**src/rtl/press_gen.sv**
```systemverilog
// Key-press waveform generator: turns one-cycle press requests into HOLD-high / GAP-low key
// pulses, buffering bursts in a saturating pending counter.
module press_gen #(
  parameter int unsigned HOLD   = 3,
  parameter int unsigned GAP    = 2,
  parameter int unsigned QDEPTH = 4,
  parameter int unsigned CW     = $clog2(QDEPTH + 1)
) (
  input  logic          clk,
  input  logic          rst,
  input  logic          req,
  output logic          key,
  output logic          busy,
  output logic [CW-1:0] pending,
  output logic          done,
  output logic          overflow
);

  localparam int unsigned MaxC = (HOLD > GAP) ? HOLD : GAP;
  localparam int unsigned CntW = (MaxC > 1) ? $clog2(MaxC) : 1;

  typedef enum logic [1:0] {StIdle, StHold, StGap} state_e;

  state_e          state_q, state_d;
  logic [CntW-1:0] cnt_q, cnt_d;
  logic [CW-1:0]   pend_q, pend_d;
  logic            key_q, key_d;
  logic            done_q, done_d;
  logic            ovf_q, ovf_d;

  logic hold_last, gap_last, have_pend, start, deq, enq;

  assign hold_last = (cnt_q == CntW'(HOLD - 1));
  assign gap_last  = (cnt_q == CntW'(GAP - 1));
  assign have_pend = (pend_q != '0);

  always_comb begin
    state_d = state_q;
    cnt_d   = cnt_q;
    done_d  = 1'b0;
    start   = 1'b0;
    unique case (state_q)
      StIdle: begin
        cnt_d = '0;
        if (have_pend || req) start = 1'b1;
      end
      StHold: begin
        if (hold_last) begin
          state_d = StGap;
          cnt_d   = '0;
          done_d  = 1'b1;
        end else begin
          cnt_d = cnt_q + 1'b1;
        end
      end
      StGap: begin
        if (gap_last) begin
          if (have_pend || req) begin
            start = 1'b1;
          end else begin
            state_d = StIdle;
            cnt_d   = '0;
          end
        end else begin
          cnt_d = cnt_q + 1'b1;
        end
      end
      default: begin
        state_d = StIdle;
        cnt_d   = '0;
      end
    endcase
    if (start) begin
      state_d = StHold;
      cnt_d   = '0;
    end
  end

  // A start with an empty queue consumes req directly; otherwise req joins the queue.
  assign deq = start && have_pend;
  assign enq = req && !(start && !have_pend);

  always_comb begin
    pend_d = pend_q;
    ovf_d  = 1'b0;
    if (enq && !deq) begin
      if (pend_q == CW'(QDEPTH)) ovf_d = 1'b1;
      else                       pend_d = pend_q + 1'b1;
    end else if (deq && !enq) begin
      pend_d = pend_q - 1'b1;
    end
    key_d = (state_d == StHold);
  end

  always_ff @(posedge clk) begin
    if (!rst) begin
      state_q <= StIdle;
      cnt_q   <= '0;
      pend_q  <= '0;
      key_q   <= 1'b0;
      done_q  <= 1'b0;
      ovf_q   <= 1'b0;
    end else begin
      state_q <= state_d;
      cnt_q   <= cnt_d;
      pend_q  <= pend_d;
      key_q   <= key_d;
      done_q  <= done_d;
      ovf_q   <= ovf_d;
    end
  end

  assign key      = key_q;
  assign busy     = (state_q != StIdle);
  assign pending  = pend_q;
  assign done     = done_q;
  assign overflow = ovf_q;

endmodule

```
**config.mk**
```make
export PLATFORM = sky130hd
export DESIGN_NAME = press_gen
export DESIGN_NICKNAME = d
export VERILOG_FILES = /design/src/rtl/press_gen.sv
export SDC_FILE = /design/constraint.sdc
export NUM_CORES = 1
export LEC_CHECK = 0
export ABC_CLOCK_PERIOD_IN_PS = 5150
export CELL_PAD_IN_SITES_DETAIL_PLACEMENT = 1
export CELL_PAD_IN_SITES_GLOBAL_PLACEMENT = 1
export CORE_ASPECT_RATIO = 0.6
export CORE_MARGIN = 8
export CORE_UTILIZATION = 24
export DETAILED_ROUTE_END_ITERATION = 8
export GPL_TIMING_DRIVEN = 0
export PLACE_DENSITY = 0.5
export SYNTH_ARGS = -nofsm -noshare
export SYNTH_HDL_FRONTEND = slang
export SYNTH_SLANG_ARGS = --single-unit
```
**constraint.sdc**
```tcl
create_clock -name clk -period 5.15 [get_ports clk]
set_clock_uncertainty 0.05 [all_clocks]
set_input_delay 1.545 -clock clk [delete_from_list [all_inputs] [get_ports clk]]
set_output_delay 1.545 -clock clk [all_outputs]
set_load 0.02 [all_outputs]
```
==> impl_metrics.sql <==
INSERT INTO impl_metrics (metric_group, metric, value, unit) VALUES
('status', 'outcome', 'complete, no violations', ''),
('grt', 'first_pass_grt_wire_length', '2.794', 'mm'),
('detailed_routing', 'drt_first_iter_violations', '15', ''),
('pwr', 'seqPwrFrac', '32.4', '%'),
('grt', 'grt_pass1_vias', '581', ''),
('cells_and_area', 'area_growth_syn_to_layout', '28.06', '%'),
('floorplan', 'die_w', '81.85', 'um'),
('floorplan', 'fp.dieH', '55.51', 'um'),
('timing', 'worstMarginPinSlew', '467.6', 'ps'),
('floorplan', 'area_of_the_core', '0.002487', 'mm2'),
('clock_tree', 'cts_max_path_buffers', '2', ''),
('cells_and_area', 'finalNetCount', '94', ''),
('min_path', 'worst_hold_path_type', 'flip-flop to flip-flop', ''),
('timing', 'tns', '0', 'ps'),
('worst_setup_path', 'r2r-end', 'pending[2]$_SDFFE_PN0P_', ''),
('synth', 'synth_seq_cells', '10', ''),
('place', 'hpwl_after_detailed_placement', '1.240', 'mm'),
('floorplan', 'io_pins', '10', ''),
('cells_and_area', 'antenna-diode-count', '0', ''),
('cells_and_area', 'final_core_utilization', '32.14', '%'),
('timing', 'min_period', '3386', 'ps'),
('detailed_routing', 'detail_route.drc_violations', '0', ''),
('cells_and_area', 'drive_above_1_share', '11.76', '%'),
('cells_and_area', 'final.fill_count', '308', ''),
('worst_setup_path', 'crit_path_max_fo', '6', ''),
('synth', 'postSynthCellCount', '73', ''),
('synth', 'synth.top_cell.area_share', '32.06', '%'),
('timing', 'fmax', '295.3', 'MHz'),
('synth', 'share_of_synthesized_area_spent_on_multiplexers', '0', '%'),
('synth', 'synthTopCellsByArea', 'dfxtp_1 (32%), ha_1 (10%), xor2_1 (4.2%)', ''),
('synth', 'dominant_combinational_cell_family_by_area_after_synthesis', 'simple AND/OR/NAND/NOR gates', ''),
('grt', 'grt_use_total', '7.745', '%'),
('clock_tree', 'tritoncts_num_sinks', '10', ''),
('detailed_routing', 'route.final.wire_length', '1.575', 'mm'),
('pwr', 'vdd_ir_drop_max', '0.0001214', 'V'),
('worst_setup_path', 'reg2reg_from', 'state_q[0]$_SDFF_PN0_', ''),
('min_path', 'min_to', 'cnt_q[0]$_SDFFE_PP0P_', ''),
('timing', 'report.final.slew_viol_count', '0', ''),
('synth', 'synth_seq_area_share', '32.06', '%'),
('pwr', 'leakagePower', '0.0003154', 'uW'),
('detailed_routing', 'drt_pass1_iterations', '4', ''),
('clock_tree', 'cts-htree-levels', '1', ''),
('clock_tree', 'post_cts_resized', '0', ''),
('synth', 'synth_fp_nets', '81', ''),
('worst_setup_path', 'timing.reg2reg.setup_slack', '2690', 'ps'),
('pwr', 'internal_power', '204.0', 'uW'),
('floorplan', 'design.die.area', '0.004543', 'mm2'),
('synth', 'post_synth_fa_ha_maj_area_fraction', '10.02', '%'),
('pwr', 'p_clk_share', '32.6', '%'),
('detailed_routing', 'route.vias.total', '555', ''),
('timing', 'finalHoldViolations', '0', ''),
('synth', 'synth_area_leader_cell', 'dfxtp_1', ''),
('synth', 'synthesis.area_per_instance', '8.553', 'um2'),
('detailed_routing', 'antenna_violating_nets_post_route', '0', ''),
('detailed_routing', 'wl_per_cell', '13.46', 'um'),
('cells_and_area', 'highest_count_cells_in_the_layout_ignoring_fill_and_taps', 'dfxtp_1 (10), clkdlybuf4s50_1 (8), inv_1 (5), o21ai_0 (5), ha_1 (5)', ''),
('clock_tree', 'cts.hold.buffers_added', '0', ''),
('synth', 'basic_gate_share_of_the_synthesized_area_counting_and_or_nand_and_nor_cells', '28.26', '%'),
('place', 'place_worst_setup_slack', '2020', 'ps'),
('place', 'globalplace.congestion', '0.7427', ''),
('cells_and_area', 'mostFrequentLayoutCell', 'dfxtp_1', ''),
('clock_tree', 'clock_tree.root_cell', 'clkbuf_8', ''),
('pwr', 'switching_share', '34.20', '%'),
('timing', 'setup_repair_after_global_routing_missed_its_margin', 'no', ''),
('clock_tree', 'tritoncts', 'yes', ''),
('synth', 'synth_xor_area_share', '4.208', '%'),
('place', 'place.port_buffers', '8', ''),
('worst_setup_path', 'reg2regPathDepth', '9', ''),
('floorplan', 'num_rows', '14', ''),
('pwr', 'pwr-share-comb', '35.0', '%'),
('min_path', 'timing.hold.worst_path_depth', '1', '');
[metrics by stage]
step	area [um2]	power, uW	std cells	hold WS [ps]
after floorplan	624.3	174.5	73	423.5
after global placement	744.5	212.8	113	462.8
after detailed placement	744.5	211.8	113	470.0
after CTS	799.5	317.1	117	475.9
after global routing	799.5	335.1	117	516.1
final	799.5	310.1	117	474.4
[area by class of cell]
class	instances	area [um2]	share of cell area, %
Clock buffer	4	55.05	6.886
Timing Repair Buffer	8	80.08	10.02
Multi-Input combinational cell	56	395.4	49.45
Buffer	2	10.01	1.252
Sequential cell	10	200.2	25.04
Inverter	5	18.77	2.347
Tap cell	32	40.04	5.008
[sequential cells by signal, indices dropped and copies added, names as in the netlist]
register and cells:
cnt_q 2, done 1, key 1, overflow 1, pending 3, state_q 2
[worst max-delay path, stage by stage, from the launching register on]
cell and delay (ps):
dfxtp_1 380, inv_1 80, ha_1 280, inv_1 180
clkdlybuf4s50_1 630
[layer usage]
metal,track usage (%),up-vias,wire length (um)
li1,-,292,-
met1,11.12,252,897
met2,9.529,7,573
met3,4.355,4,92
met4,1.493,0,11
met5,0,-,0
[cells by family after synthesis]
group	Yosys count
AOI/OAI and AO/OA	20
xor gates and xnor gates	3
adders and majority gates	5
DFF	10
and+or+nand+nor	28
buffers and inverters	7
[cells in the mapped netlist, drive strengths merged]
cell type   n
or3         1
nand3       1
nand3b      2
a22o        1
a211oi      2
nand4       1
and3        2
o31ai       1
xor2        3
nor2b       3
nand2b      1
or2         1
nor2        5
o2111a      1
ha          5
and3b       1
and2        1
o21ai       5
a21oi       4
a22oi       1
a31oi       1
buf         2
o22ai       1
a21boi      1
dfxtp      10
nor3        3
inv         5
o21bai      1
nand2       3
nor4        1
or4         2
o211ai      1
[worst max path at each step]
stage	start	end	slack (ps)	cells past startpoint
3_5_place_dp	state_q[0]$_SDFF_PN0_	busy	2020	4
3_3_place_gp	state_q[0]$_SDFF_PN0_	busy	2020	4
5_1_grt	state_q[0]$_SDFF_PN0_	busy	1630	4
6_report	state_q[0]$_SDFF_PN0_	busy	1760	4
4_1_cts	state_q[0]$_SDFF_PN0_	busy	1740	4
2_1_floorplan	req	pending[2]$_SDFFE_PN0P_	2250	6
[power groups by stage]
stage	Combinational (uW)	Clock, uW	Sequential [uW]
global placement	110	0	103
CTS	110	107	101
global route	121	111	103
floorplan	66.7	0	108
finish	108	101	101
detailed placement	110	0	102
(Power assumes the default switching activity.)
